### config.mk
export PLATFORM = sky130hd
export DESIGN_NAME = mips_muldiv_unit
export DESIGN_NICKNAME = d
export VERILOG_FILES = /design/src/rtl/mips_pkg.sv /design/src/rtl/muldiv_step.sv /design/src/rtl/mips_muldiv_unit.sv
export SDC_FILE = /design/constraint.sdc
export NUM_CORES = 1
export LEC_CHECK = 0
export BUFFER_PORTS_ARGS = -buffer_cell sky130_fd_sc_hd__buf_2
export CAP_MARGIN = 25
export CORE_UTILIZATION = 55
export CTS_BUF_LIST = sky130_fd_sc_hd__clkbuf_16
export DETAILED_ROUTE_END_ITERATION = 12
export GPL_TIMING_DRIVEN = 0
export PLACE_DENSITY = 0.78
export SKIP_CTS_REPAIR_TIMING = 1
export SKIP_LAST_GASP = 1
export SYNTH_ARGS = -nofsm -noshare
export SYNTH_HDL_FRONTEND = slang
export SYNTH_HIERARCHICAL = 1
export SYNTH_SLANG_ARGS = --single-unit
### constraint.sdc
create_clock -name clk -period 3.1 [get_ports clk]
set_input_delay 0.465 -clock clk [delete_from_list [all_inputs] [get_ports clk]]
set_output_delay 0.465 -clock clk [all_outputs]
set_load 0.03 [all_outputs]
### src/rtl/mips_pkg.sv
// Shared MIPS definitions for the multiply/divide path.
// Contents:
//   MULDIV_* : operation codes driven by decode onto the unit's op port
//   md_state_e : multiply/divide sequencer states
//   muldiv_op_* helpers : classify an op code (valid / signed / divide)
package mips_pkg;

    localparam logic [2:0] MULDIV_NONE  = 3'd0;
    localparam logic [2:0] MULDIV_MULT  = 3'd1;
    localparam logic [2:0] MULDIV_MULTU = 3'd2;
    localparam logic [2:0] MULDIV_DIV   = 3'd3;
    localparam logic [2:0] MULDIV_DIVU  = 3'd4;

    typedef enum logic [1:0] {
        MD_IDLE = 2'd0,
        MD_MUL  = 2'd1,
        MD_DIV  = 2'd2,
        MD_FIX  = 2'd3
    } md_state_e;

    // True for the four op codes that start an operation.
    function automatic logic muldiv_op_valid(input logic [2:0] op);
        logic v;
        case (op)
            MULDIV_MULT, MULDIV_MULTU, MULDIV_DIV, MULDIV_DIVU: v = 1'b1;
            default:                                            v = 1'b0;
        endcase
        return v;
    endfunction

    // True for the two's-complement variants.
    function automatic logic muldiv_op_signed(input logic [2:0] op);
        return (op == MULDIV_MULT) || (op == MULDIV_DIV);
    endfunction

    // True for the divide variants.
    function automatic logic muldiv_op_is_div(input logic [2:0] op);
        return (op == MULDIV_DIV) || (op == MULDIV_DIVU);
    endfunction

endpackage

### src/rtl/muldiv_step.sv
// One iteration of the multiply/divide datapath (purely combinational).
// Ports:
//   is_div   : 1 = restoring divide step, 0 = shift-add multiply step
//   acc      : 2*WIDTH accumulator
//              multiply: {partial product, remaining multiplier bits}
//              divide  : {partial remainder, remaining dividend / quotient bits}
//   operand  : multiplicand (multiply) or divisor (divide), magnitudes only
//   acc_next : accumulator after this iteration
module muldiv_step
    import mips_pkg::*;
#(
    parameter int WIDTH = 32
) (
    input  logic                 is_div,
    input  logic [2*WIDTH-1:0]   acc,
    input  logic [WIDTH-1:0]     operand,
    output logic [2*WIDTH-1:0]   acc_next
);

    logic [WIDTH:0] sum_s;
    logic [WIDTH:0] rem_sh_s;
    logic [WIDTH:0] trial_s;

    // Compute both candidate steps and select by operation type.
    always_comb begin
        // Multiply: add multiplicand when the current multiplier LSB is set,
        // keep the carry, then shift the whole accumulator right.
        if (acc[0]) begin
            sum_s = {1'b0, acc[2*WIDTH-1:WIDTH]} + {1'b0, operand};
        end else begin
            sum_s = {1'b0, acc[2*WIDTH-1:WIDTH]};
        end
        // Divide: shift the next dividend bit into the remainder and try
        // subtracting. The extra bit is the borrow: set means "restore".
        rem_sh_s = {acc[2*WIDTH-1:WIDTH], acc[WIDTH-1]};
        trial_s  = rem_sh_s - {1'b0, operand};
        if (is_div) begin
            if (!trial_s[WIDTH]) begin
                acc_next = {trial_s[WIDTH-1:0], acc[WIDTH-2:0], 1'b1};
            end else begin
                acc_next = {rem_sh_s[WIDTH-1:0], acc[WIDTH-2:0], 1'b0};
            end
        end else begin
            acc_next = {sum_s, acc[WIDTH-1:1]};
        end
    end

endmodule

### src/rtl/mips_muldiv_unit.sv
// Iterative multiply/divide unit owning the architectural HI/LO registers.
// Ports:
//   clk, rst        : clock and synchronous active-high reset
//   start, op       : issue strobe and MULDIV_* op code from decode
//   in1, in2        : rs / rt operands, sampled only at the accept edge
//   hi_we, lo_we    : MTHI / MTLO write enables (honoured only when idle)
//   wdata           : MTHI / MTLO data
//   busy            : operation in flight (stall request)
//   done            : one-cycle pulse when HI/LO take a new result
//   hi, lo          : HI / LO registers
// Every operation takes WIDTH iteration cycles plus one sign-fix cycle.
module mips_muldiv_unit
    import mips_pkg::*;
#(
    parameter int WIDTH = 32
) (
    input  logic             clk,
    input  logic             rst,
    input  logic             start,
    input  logic [2:0]       op,
    input  logic [WIDTH-1:0] in1,
    input  logic [WIDTH-1:0] in2,
    input  logic             hi_we,
    input  logic             lo_we,
    input  logic [WIDTH-1:0] wdata,
    output logic             busy,
    output logic             done,
    output logic [WIDTH-1:0] hi,
    output logic [WIDTH-1:0] lo
);

    localparam int CW = $clog2(WIDTH);

    md_state_e          state_r;
    md_state_e          state_nx_s;
    logic [CW-1:0]      cnt_r;
    logic [2*WIDTH-1:0] acc_r;
    logic [WIDTH-1:0]   opd_r;
    logic               is_div_r;
    logic               neg_q_r;
    logic               neg_r_r;
    logic               div0_r;
    logic [WIDTH-1:0]   hi_r;
    logic [WIDTH-1:0]   lo_r;
    logic               done_r;

    logic               accept_s;
    logic               last_s;
    logic               op_mul_s;
    logic               op_signed_s;
    logic [WIDTH-1:0]   a_abs_s;
    logic [WIDTH-1:0]   b_abs_s;
    logic [2*WIDTH-1:0] step_acc_s;
    logic [2*WIDTH-1:0] prod_s;
    logic [WIDTH-1:0]   res_hi_s;
    logic [WIDTH-1:0]   res_lo_s;

    assign accept_s    = (state_r == MD_IDLE) && start && muldiv_op_valid(op);
    assign last_s      = (cnt_r == CW'(WIDTH - 1));
    assign op_mul_s    = !muldiv_op_is_div(op);
    assign op_signed_s = muldiv_op_signed(op);

    // Operand magnitudes for signed ops; the signs are carried separately.
    always_comb begin
        if (op_signed_s && in1[WIDTH-1]) begin
            a_abs_s = -in1;
        end else begin
            a_abs_s = in1;
        end
        if (op_signed_s && in2[WIDTH-1]) begin
            b_abs_s = -in2;
        end else begin
            b_abs_s = in2;
        end
    end

    muldiv_step #(.WIDTH(WIDTH)) u_step (
        .is_div   (is_div_r),
        .acc      (acc_r),
        .operand  (opd_r),
        .acc_next (step_acc_s)
    );

    // Sequencer state register.
    always_ff @(posedge clk) begin
        if (rst) begin
            state_r <= MD_IDLE;
        end else begin
            state_r <= state_nx_s;
        end
    end

    // Sequencer next-state logic.
    always_comb begin
        state_nx_s = state_r;
        case (state_r)
            MD_IDLE: begin
                if (accept_s) begin
                    if (op_mul_s) begin
                        state_nx_s = MD_MUL;
                    end else begin
                        state_nx_s = MD_DIV;
                    end
                end else begin
                    state_nx_s = MD_IDLE;
                end
            end
            MD_MUL, MD_DIV: begin
                if (last_s) begin
                    state_nx_s = MD_FIX;
                end else begin
                    state_nx_s = state_r;
                end
            end
            MD_FIX:  state_nx_s = MD_IDLE;
            default: state_nx_s = MD_IDLE;
        endcase
    end

    // Operand capture at accept, then one datapath iteration per cycle.
    always_ff @(posedge clk) begin
        if (rst) begin
            acc_r    <= {(2*WIDTH){1'b0}};
            opd_r    <= {WIDTH{1'b0}};
            cnt_r    <= {CW{1'b0}};
            is_div_r <= 1'b0;
            neg_q_r  <= 1'b0;
            neg_r_r  <= 1'b0;
            div0_r   <= 1'b0;
        end else begin
            case (state_r)
                MD_IDLE: begin
                    if (accept_s) begin
                        // Multiply iterates over the multiplier bits held in
                        // the low half; divide shifts the dividend out of it.
                        if (op_mul_s) begin
                            acc_r <= {{WIDTH{1'b0}}, b_abs_s};
                            opd_r <= a_abs_s;
                        end else begin
                            acc_r <= {{WIDTH{1'b0}}, a_abs_s};
                            opd_r <= b_abs_s;
                        end
                        cnt_r    <= {CW{1'b0}};
                        is_div_r <= !op_mul_s;
                        neg_q_r  <= op_signed_s && (in1[WIDTH-1] ^ in2[WIDTH-1]);
                        neg_r_r  <= op_signed_s && in1[WIDTH-1];
                        div0_r   <= !op_mul_s && (in2 == {WIDTH{1'b0}});
                    end
                end
                MD_MUL, MD_DIV: begin
                    acc_r <= step_acc_s;
                    cnt_r <= cnt_r + CW'(1'b1);
                end
                default: begin
                end
            endcase
        end
    end

    // Sign correction of the magnitude result.
    always_comb begin
        prod_s   = acc_r;
        res_hi_s = acc_r[2*WIDTH-1:WIDTH];
        res_lo_s = acc_r[WIDTH-1:0];
        if (is_div_r) begin
            // Divide by zero: quotient forced to all ones. The remainder is
            // then |dividend|, so the sign fix below restores the raw dividend.
            if (div0_r) begin
                res_lo_s = {WIDTH{1'b1}};
            end else if (neg_q_r) begin
                res_lo_s = -acc_r[WIDTH-1:0];
            end else begin
                res_lo_s = acc_r[WIDTH-1:0];
            end
            if (neg_r_r) begin
                res_hi_s = -acc_r[2*WIDTH-1:WIDTH];
            end else begin
                res_hi_s = acc_r[2*WIDTH-1:WIDTH];
            end
        end else begin
            if (neg_q_r) begin
                prod_s = -acc_r;
            end else begin
                prod_s = acc_r;
            end
            res_hi_s = prod_s[2*WIDTH-1:WIDTH];
            res_lo_s = prod_s[WIDTH-1:0];
        end
    end

    // HI/LO registers: result writeback at FIX, MTHI/MTLO only when idle.
    always_ff @(posedge clk) begin
        if (rst) begin
            hi_r   <= {WIDTH{1'b0}};
            lo_r   <= {WIDTH{1'b0}};
            done_r <= 1'b0;
        end else if (state_r == MD_FIX) begin
            hi_r   <= res_hi_s;
            lo_r   <= res_lo_s;
            done_r <= 1'b1;
        end else begin
            done_r <= 1'b0;
            if (state_r == MD_IDLE) begin
                if (hi_we) begin
                    hi_r <= wdata;
                end
                if (lo_we) begin
                    lo_r <= wdata;
                end
            end
        end
    end

    assign busy = (state_r != MD_IDLE);
    assign done = done_r;
    assign hi   = hi_r;
    assign lo   = lo_r;

endmodule

==> metrics.txt, run 1 <==
run status=finished, violations left; violated checks=setup timing; Final Max Slew Viols=0; register area share after synthesis=22.26%; Peak Freq=284.5 MHz; ranking of synthesized cells by area=dfxtp_1 22%, a21oi_1 7.0%, xnor2_1 6.6%; io pins=170; Post-Syn Nets=roughly 2300; antenna viol nets, final=0; IO buf count=167; Syn Inst Count=2108; share of cells above drive strength 1=about 16%; Avg Vias per Cell=6.779; Total Routing Usage GR=between 40 and 50%; Clock Skew=20.49 ps; worst path cell trace=inv_4 -> ha_4 -> fa_2 -> nand2b_4 -> a21oi_4 -> o2111ai_4 -> a21oi_4 -> o2111ai_2 -> and3_4 -> nor3_4 -> buf_6 -> buf_4 -> nand2_1 -> o221a_2 -> nand3_1 -> a21oi_1; most common cell in the synthesized netlist=nand2_1; CTS tree=yes; worst path bufs/invs=3; Final WS setup=-415.1 ps; first-pass GRT wire length=94560 um; routed wire length=64160 um; Slew HR=36.44%; clk root buf=clkbuf_16; initial antenna violation count=0; cell taking the most area after synthesis=dfxtp_1; post-DP HPWL=50360 um; FILL cells=2549; grt total ovfl=0; Crit path largest cell delay=390 ps; RSZ-0062 raised after global routing=true; post-synthesis register bit count=172; EDFF count, synth=0; core area=roughly 28000 um^2; reg-to-reg endpoint=acc_r[48]; leakage=roughly 7.2 nW; CTS Sinks=172; syn_area_per_cell=7.337 um^2; Synth-to-Final Area Change=15.87%; Hold Crit Start=in2[0]; Worst setup EP type=register; Max IR drop VDD=roughly 0.40 mV; # diodes=0; Min-Delay Path Depth=3; FF/Latch Area=3475 um^2; post-DR wirelength/cell=23.70 um; Slew @ Worst Pin=around 940 ps; hold-critical path endpoint=opd_r[0]; Reg2Reg Launch Point=acc_r[31]; Worst Setup SP=acc_r[31]; DIE AREA=28800 um^2; CP startpoint kind=register; worst hold path type=in2reg; Cell variety after synth=83; DRT Pass-1 Iters=6; r2r setup slk=-420 ps; CP Data Arrival Time=3830 ps; Setup TNS=-10330 ps; Synth Flop Type=dfxtp_1; Die Y=169.7 um; R2R cell count=16; worst path required time=3410 ps; max_cap viols=0; Crit Path Class=reg2reg; drt first-iter violations=2338; Worst-Skew Late Latency=roughly 450 ps; Initial Utilization=55.83%; Die Wd=169.7 um; critical path's slowest cell=fa_2; TritonCTS Buffers=17; Period Utilization, post-route=113.4%; largest net degree at the start of global routing=19; Syn. warnings=6; Final Hold Viols=0; DRC=0; Final nets=2494; vias in the first global route=16070; top cells by count, synth=229 x nand2_1, 215 x a21oi_1, 172 x dfxtp_1; Final setup viols=33; Worst path top cell family by delay=compound AO/OA/AOI/OAI gates; total number of vias=18350; Max FO, Critical Path=8; area of the multi-input gates=roughly 11000 um^2; area share of the largest cell type after synthesis=22.26%; CP most frequent cell=a21oi_4; H-tree Lvls=4; CTS Buffer Depth=2; hold slack final=344.2 ps; GPL Wtd Cong=1.040; CTS clk-pin slew, worst paths=80 ps; PwrDens=770.9 nW/um^2; ys async rst share=0%; Core Rows=61; Final min period=around 3500 ps; Cell Area, Synth=between 15000 and 20000 um^2
==> per-stage QoR <==
| stage | power, mW | worst slack [ps] | util, % | std cells | area [um^2] |
|---|---|---|---|---|---|
| 2_1_floorplan | 8.447 | -59.21 | - | 2108 | 15480 |
| 3_3_place_gp | 10.58 | -774.8 | 60.62 | 2653 | 16790 |
| 3_5_place_dp | 10.68 | -794.4 | 60.63 | 2654 | 16800 |
| 4_1_cts | 12.80 | -816.9 | 62.70 | 2686 | 17370 |
| 5_1_grt | 14.37 | -480.1 | 64.69 | 2707 | 17920 |
| 6_report | 13.82 | -415.1 | 64.69 | 2707 | 17920 |
==> worst max-delay path by stage <==
stage                     end  slack (ps)  depth (start not counted)
global route        acc_r[48]        -480                         16
global placement    acc_r[60]        -770                         15
floorplan           acc_r[61]         -60                         13
finish              acc_r[48]        -420                         16
CTS                 acc_r[32]        -820                         15
detailed placement  acc_r[56]        -790                         15
==> cells by family (layout without fill, tap and decap cells) <==
group           after synthesis  in the layout  share of synthesized area, %
fa+ha+maj                    74             74                         6.083
compound gates              689            689                         29.36
mux                          68             68                         4.659
buf+inv                     216            437                         5.298
simple gates                718            718                         22.66
flops                       172            172                         22.26
xor+xnor                    171            171                         9.683
==> state kept, by name, indices dropped and copies added (netlist names), 2 cells and up <==
register  cells
acc_r        64
cnt_r         5
hi           32
lo           32
opd_r        32
state_r       2
==> worst reg2reg max path, delay by kind of cell (launching register included) <==
kind / cells / cell delay [ps]
adder cells (fa/ha/maj): 2 / 550
flip-flops: 1 / 370
buffers and inverters: 3 / 400
AO/OA/AOI/OAI: 6 / 1280
AND/OR/NAND/NOR: 5 / 810
==> cell usage in the layout (no fill, tap or decap), types with 19 or more instances in the layout <==
cell type,count
a211oi_1,42
nor4_1,29
dfxtp_2,19
buf_2,169
nand3_1,82
mux2_2,32
a21o_1,33
clkbuf_16,19
mux2i_1,33
xor2_1,54
or3_1,31
nor2_1,143
o31ai_1,29
nor2b_1,24
a31oi_1,24
o21ai_0,117
ha_1,70
clkbuf_1,120
o22ai_1,20
nand4_1,26
dfxtp_1,151
inv_1,71
o221ai_1,33
nand2_1,227
a21oi_1,199
a221oi_1,32
and3_1,21
xnor2_1,115
nor3_1,43
==> cell type report <==
type / count / share of cell area, %
Timing Repair Buffer: 189 / 5.850
Buffer: 141 / 3.232
Clock inverter: 15 / 0.8238
Multi-Input combinational cell: 1720 / 64.11
Sequential cell: 172 / 19.39
Inverter: 75 / 1.585
Clock buffer: 17 / 2.374
Tap cell: 378 / 2.639
==> layer usage <==
metal / GRT usage (%) / vias to the layer above / routed length, um
met5: 0 / - / 0
met4: 19.98 / 0 / 3476
met3: 8.629 / 230 / 7869
met2: 63.13 / 1289 / 26420
met1: 59.37 / 8583 / 26390
li1: - / 8249 / -
==> power breakdown <==
group | internal (mW) | switching (mW)
clock network | 1.07 | 1.11
logic | 2.98 | 5.09
registers | 2.75 | 0.821
total | 6.80 | 7.02
No activity file was read; power rests on OpenSTA's default activity.
==> run 2: changes to the inputs <==
--- a/config.mk
+++ b/config.mk
@@ -5,13 +5,16 @@
 export SDC_FILE = /design/constraint.sdc
 export NUM_CORES = 1
 export LEC_CHECK = 0
-export BUFFER_PORTS_ARGS = -buffer_cell sky130_fd_sc_hd__buf_2
 export CAP_MARGIN = 25
-export CORE_UTILIZATION = 55
+export CELL_PAD_IN_SITES_DETAIL_PLACEMENT = 1
+export CELL_PAD_IN_SITES_GLOBAL_PLACEMENT = 1
+export CORE_UTILIZATION = 43
 export CTS_BUF_LIST = sky130_fd_sc_hd__clkbuf_16
 export DETAILED_ROUTE_END_ITERATION = 12
+export DONT_BUFFER_PORTS = 1
 export GPL_TIMING_DRIVEN = 0
-export PLACE_DENSITY = 0.78
+export HOLD_SLACK_MARGIN = 0.12
+export PLACE_DENSITY = 0.76
 export SKIP_CTS_REPAIR_TIMING = 1
 export SKIP_LAST_GASP = 1
 export SYNTH_ARGS = -nofsm -noshare
==> metrics.txt, run 2 (synthesis results as in run 1) <==
fin util=48.56% (-16 points); total number of vias=17510 (-4.6%); cell count along the critical path=17 (+1); Synth-to-Final Area Change=11.41%; Crit Path Class=reg2reg; CTS Sinks=172 (unchanged); CP Data Arrival Time=3900 ps (+70 ps); largest net degree at the start of global routing=17 (-2); area of the multi-input gates=11560 um^2 (+0.62%); CTS clk-pin slew, worst paths=80 ps (about the same); Worst path top cell family by delay=compound AO/OA/AOI/OAI gates; Tot Pwr=13.87 mW (+0.37%); Final Max Slew Viols=0 (unchanged); routed wire length=71550 um (+12%); post-DR wirelength/cell=27.30 um (+15%); violated checks=setup timing; share of cells above drive strength 1=8.935% (-6.7 points); Design Area, Final=17230 um^2 (-3.9%); DIE AREA=36730 um^2 (+28%); Avg Vias per Cell=6.679 (-1.5%); Initial Utilization=43.59% (-12 points); most frequent cells in the layout=228 x nand2_1, 202 x a21oi_1, 155 x dfxtp_1, 142 x nor2_1, 118 x clkbuf_1; R2R cell count=17 (+1); CTS Buffer Depth=2 (unchanged); post-DP HPWL=55880 um (+11%); drt first-iter violations=1578 (-33%); Final setup viols=33 (unchanged); initial antenna violation count=1 (+1); Total Routing Usage GR=37.19% (-5.6 points); Peak Freq=279.2 MHz (-1.8%); reg-to-reg endpoint=acc_r[50]; worst path bufs/invs=4 (+1); RSZ-0062 raised after global routing=true; TritonCTS Buffers=17 (unchanged); Critical Path Sink=acc_r[50]; Slew @ Worst Pin=1097 ps (+152.6 ps); FILL cells=4507 (+77%); worst path required time=3420 ps (about the same); Slew HR=26.17% (-10 points); Period Utilization, post-route=115.5% (+2.1 points); Core Rows=69 (+13%); CTS tree=yes; antenna viol nets, final=0 (unchanged); Place WS=-1163 ps (-368.8 ps); CP startpoint kind=register; max_cap viols=0 (unchanged); M1 WL=30860 um (+17%); vias in the first global route=16850 (+4.8%); Die Y=191.7 um (+13%); H-tree Lvls=4 (unchanged); # diodes=0 (unchanged); Final nets=2325 (-6.8%); Die Wd=191.7 um (+13%); IO buf count=0 (-100%); Worst Setup SP=acc_r[31]; Max FO, Critical Path=8 (unchanged); commonest non-fill, non-tap cell in the layout=nand2_1; Setup TNS=-12240 ps (-1906 ps); met3 WL post-DR=6256 um (-20%); Worst-Skew Late Latency=470 ps (+20 ps); Crit path largest cell delay=400 ps (about the same); run status=finished, violations left; leakage=6.500 nW (-10%); Reg with most FFs=acc_r; FF/Latch Area=3470 um^2 (-0.14%); Final min period=3581 ps (+66.01 ps); Worst setup EP type=register; routed wl met2=31160 um (+18%); Max IR drop VDD=0.6494 mV (+64%); worst hold path type=in2reg; Final WS setup=-481.1 ps (-66.00 ps); first-pass GRT wire length=103300 um (+9.2%); area post-placement=16070 um^2 (-4.3%); worst path cell trace=inv_4 -> ha_4 -> fa_2 -> nand2b_4 -> a21oi_4 -> o2111ai_4 -> a21oi_2 -> o2111ai_2 -> and3_4 -> nor3_4 -> buf_12 -> buf_12 -> clkbuf_16 -> mux2i_1 -> a21oi_1 -> nand3_1 -> a21oi_1; Reg2Reg Launch Point=acc_r[31]; clk root buf=clkbuf_16; Highest Signal Layer=met5; critical path's slowest cell=fa_2; GPL Wtd Cong=1.000 (-3.8%); r2r setup slk=-480 ps (-70 ps); max reg flops=64 (unchanged); grt total ovfl=0 (unchanged); DRC=0 (unchanged); core area=35480 um^2 (+28%); PwrDens=804.8 nW/um^2 (+4.4%); io pins=170 (unchanged); Clock Skew=16.52 ps (-3.972 ps); DRT Pass-1 Iters=6 (unchanged); Final Hold Viols=0 (unchanged)
-- run 2: cell count changes in the layout (fill, tap and decap cells not counted), moves of 3 or more --
cell     change
a21oi_1      +3
buf_12       +3
buf_2      -168
buf_4        -3
dfxtp_1      +4
dfxtp_2      -4
inv_8        -3
o21ai_0      -3
o21ai_1      +3
-- run 2: worst min-delay path by stage --
stage / from / end / cells after the start / slack (ps)
3_5_place_dp: cnt_r[4] / cnt_r[4] / 2 / 460
4_1_cts: in1[0] / opd_r[0] / 2 / 170
6_report: in1[0] / opd_r[0] / 2 / 160
2_1_floorplan: cnt_r[4] / cnt_r[4] / 2 / 440
5_1_grt: in1[0] / opd_r[0] / 2 / 160
3_3_place_gp: cnt_r[4] / cnt_r[4] / 2 / 440
-- run 2: metrics by stage --
step	hold WS [ps]	instances
floorplan	436.2	2108
global placement	442.9	2569
detailed placement	464.5	2570
CTS	165.6	2602
global route	157.4	2621
finish	163.8	2621
-- run 2: area by class of cell --
cell class	instances	area share (%)
multi-input cells	1720	67.09
flip-flops and latches	172	20.14
plain buffers	141	3.405
well taps	461	3.347
clock buffers	17	2.469
inverters	75	1.648
repair buffers	20	1.242
clock inverters	15	0.6608
-- run 2: power breakdown --
| group | total (mW) | leakage, nW | switching, mW | internal [mW] |
|---|---|---|---|---|
| Sequential | 4.13 | 1.42 | 1.38 | 2.75 |
| Clock | 2.10 | 0.269 | 1.06 | 1.04 |
| Combinational | 7.64 | 4.81 | 4.75 | 2.89 |
| Total | 13.9 | 6.50 | 7.20 | 6.67 |
-- run 2: layer usage --
layer  track usage (%)  vias up
li1                  -     7908
met1             49.59     8644
met2             56.39      797
met3             8.039      155
met4             18.13        2
met5                 0        -
==> run 3: changes to the inputs <==
--- a/config.mk
+++ b/config.mk
@@ -5,16 +5,17 @@
 export SDC_FILE = /design/constraint.sdc
 export NUM_CORES = 1
 export LEC_CHECK = 0
+export ABC_AREA = 1
 export CAP_MARGIN = 25
 export CELL_PAD_IN_SITES_DETAIL_PLACEMENT = 1
 export CELL_PAD_IN_SITES_GLOBAL_PLACEMENT = 1
-export CORE_UTILIZATION = 43
+export CORE_UTILIZATION = 41
 export CTS_BUF_LIST = sky130_fd_sc_hd__clkbuf_16
 export DETAILED_ROUTE_END_ITERATION = 12
 export DONT_BUFFER_PORTS = 1
 export GPL_TIMING_DRIVEN = 0
 export HOLD_SLACK_MARGIN = 0.12
-export PLACE_DENSITY = 0.76
+export PLACE_DENSITY = 0.78
 export SKIP_CTS_REPAIR_TIMING = 1
 export SKIP_LAST_GASP = 1
 export SYNTH_ARGS = -nofsm -noshare
==> metrics.txt, run 3 <==
run status=completed; DIE AREA=45310 um^2 (+23%); Core Rows=76 (+10%); Worst-Skew Late Latency=480 ps (about the same); Layout Cells excl Fill=3905 (+49%); worst path required time=3420 ps (about the same); Max FO, Critical Path=10 (+2); FILL cells=6330 (+40%); first-pass GRT wire length=135800 um (+32%); ys async rst share=0% (unchanged); leakage=9.747 nW (+50%); Place WS=-177.2 ps (+986.0 ps); clk root buf=clkbuf_16; H-tree Lvls=4 (unchanged); RSZ-0062 raised after global routing=false; Cell variety after synth=54 (-35%); grt total ovfl=0 (unchanged); TritonCTS Buffers=17 (unchanged); post-synthesis register bit count=172 (unchanged); area share of the largest cell type after synthesis=19.91% (-2.3 points); antenna viol nets, final=0 (unchanged); Synth Flop Type=dfxtp_1; drt first-iter violations=2105 (+33%); core area=43460 um^2 (+22%); post-DP HPWL=77110 um (+38%); # diodes=0 (unchanged); register area share after synthesis=18.89% (-3.4 points); vias in the first global route=22370 (+33%); Final Max Slew Viols=0 (unchanged); Syn Inst Count=3286 (+56%); Final min period=3033 ps (-548.1 ps); max_cap viols=0 (unchanged); syn_area_per_cell=5.547 um^2 (-24%); Clock Skew=17.04 ps (+0.5229 ps); met3 WL post-DR=7755 um (+24%); CTS tree=yes; Die Y=212.9 um (+11%); Reg with most FFs=acc_r; Cell Count Post-Placement=3871 (+51%); max reg flops=64 (unchanged); DRT Pass-1 Iters=5 (-1); Final setup viols=0 (-100%); Syn. warnings=6 (unchanged); Worst setup EP type=register; Total Routing Usage GR=40.31% (+3.1 points); Highest Signal Layer=met5; Setup TNS=0 ps (+12240 ps); Period Utilization, post-route=97.84% (-18 points); CTS clk-pin slew, worst paths=80 ps (about the same); Design Area, Final=19710 um^2 (+14%); Slew @ Worst Pin=1117 ps (+19.75 ps); ranking of synthesized cells by area=nand2_1 20%, dfxtp_1 19%, inv_1 9.3%; EDFF count, synth=0 (unchanged); CP Data Arrival Time=3360 ps (-540 ps); Die Wd=212.9 um (+11%); GPL Wtd Cong=1.039 (+3.8%); Crit Path Class=reg2reg; largest net degree at the start of global routing=19 (+2); Max IR drop VDD=0.6244 mV (-3.8%); Synth-to-Final Area Change=8.099%; Final WS setup=66.99 ps (+548.1 ps); routed wl met2=39980 um (+28%); Post-Syn Nets=3464 (+52%); CTS Sinks=172 (unchanged); Slew HR=24.74% (-1.4 points); M1 WL=40700 um (+32%); commonest non-fill, non-tap cell in the layout=nand2_1; post-DR wirelength/cell=23.67 um (-13%); total number of vias=22890 (+31%); area post-placement=18960 um^2 (+18%); Final Hold Viols=0 (unchanged); Avg Vias per Cell=5.861 (-12%); Initial Utilization=41.95% (-1.6 points); most common cell in the synthesized netlist=nand2_1; CP startpoint kind=register; Tot Pwr=23.33 mW (+68%); PwrDens=1184 nW/um^2 (+47%); share of cells above drive strength 1=6.988% (-1.9 points); initial antenna violation count=2 (+1); CTS Buffer Depth=2 (unchanged); worst hold path type=in2reg; DRC=0 (unchanged); Cell Area, Synth=18230 um^2 (+18%); top cells by count, synth=967 x nand2_1, 452 x inv_1, 307 x nor2_1; cell taking the most area after synthesis=nand2_1; io pins=170 (unchanged); IO buf count=0 (unchanged); Final nets=3485 (+50%); routed wire length=92450 um (+29%); Peak Freq=329.7 MHz (+18%); most frequent cells in the layout=958 x nand2_1, 452 x inv_1, 307 x nor2_1, 288 x a21oi_1, 281 x nand3_1
run 3: cell types whose count changed in the layout (fill, tap and decap cells not counted), moves of 32 or more:
cell,previous run,this run
a21oi_1,202,288
clkbuf_1,118,70
inv_1,73,452
mux2_2,32,0
mux2i_1,33,0
nand2_1,228,958
nand3_1,80,281
nor2_1,142,307
o21ai_0,114,250
o221ai_1,33,0
xnor2_1,116,19
run 3: worst max-delay path, stage by stage, from the launching register on:
cell and delay, ps:
dfxtp_4 390, inv_1 110, ha_2 220, fa_2 370, inv_1 70, nand2_1 70, nand2_2 90, nand3_2 90
nand2_4 110, nand2_1 70, nand2_2 120, nand2_2 110, nand2_2 80, nand2_1 60, nand2_2 110, buf_6 160
buf_6 150, nand2_1 50, nand3_1 70, nand2_1 90, a21oi_1 230, a211oi_1 60
run 3: kinds of logic after synthesis:
family / after synthesis / share of synthesized area [%]
flip-flops: 172 / 18.89
buffers and inverters: 598 / 13.16
AND/OR/NAND/NOR: 1697 / 39.39
adder cells (fa/ha/maj): 74 / 5.162
AO/OA/AOI/OAI: 680 / 20.24
XOR/XNOR: 65 / 3.164
run 3: worst paths after layout:
kind	end	depth (start not counted)	from	slack, ps
setup / recovery	acc_r[46]	21	acc_r[31]	70
hold / removal	opd_r[0]	2	in2[0]	160
setup reg to reg	acc_r[46]	21	acc_r[31]	70
hold reg to reg	div0_r	2	div0_r	480
run 3: cell type report:
type	count	area, um^2	area share, %
multi-input combinational	2516	12480	63.31
sequential	172	3473	17.63
inverter	472	1777	9.016
tap	585	732.0	3.715
buffer	126	628.1	3.188
clock buffer	17	425.4	2.159
clock inverter	15	178.9	0.9080
timing repair buffer	2	15.01	0.07620
run 3: power by group:
part	switching, mW	internal, mW	total [mW]	leakage, nW
Combinational	11.3	4.79	16.1	8.03
Clock	1.12	1.15	2.27	0.292
Sequential	2.05	2.95	5.00	1.43
Total	14.4	8.89	23.3	9.75
run 3: metal layers:
layer  vias up  track usage [%]
met4         6            17.07
met5         -                0
met2       933            62.54
li1      10660                -
met3       192            7.589
met1     11100            54.28
run 3: metrics by stage:
step,hold slack [ps],util (%)
final,159.2,45.34
after global routing,169.6,45.34
after CTS,153.8,45.02
after detailed placement,465.0,43.63
after global placement,458.2,43.63
after floorplan,444.8,-
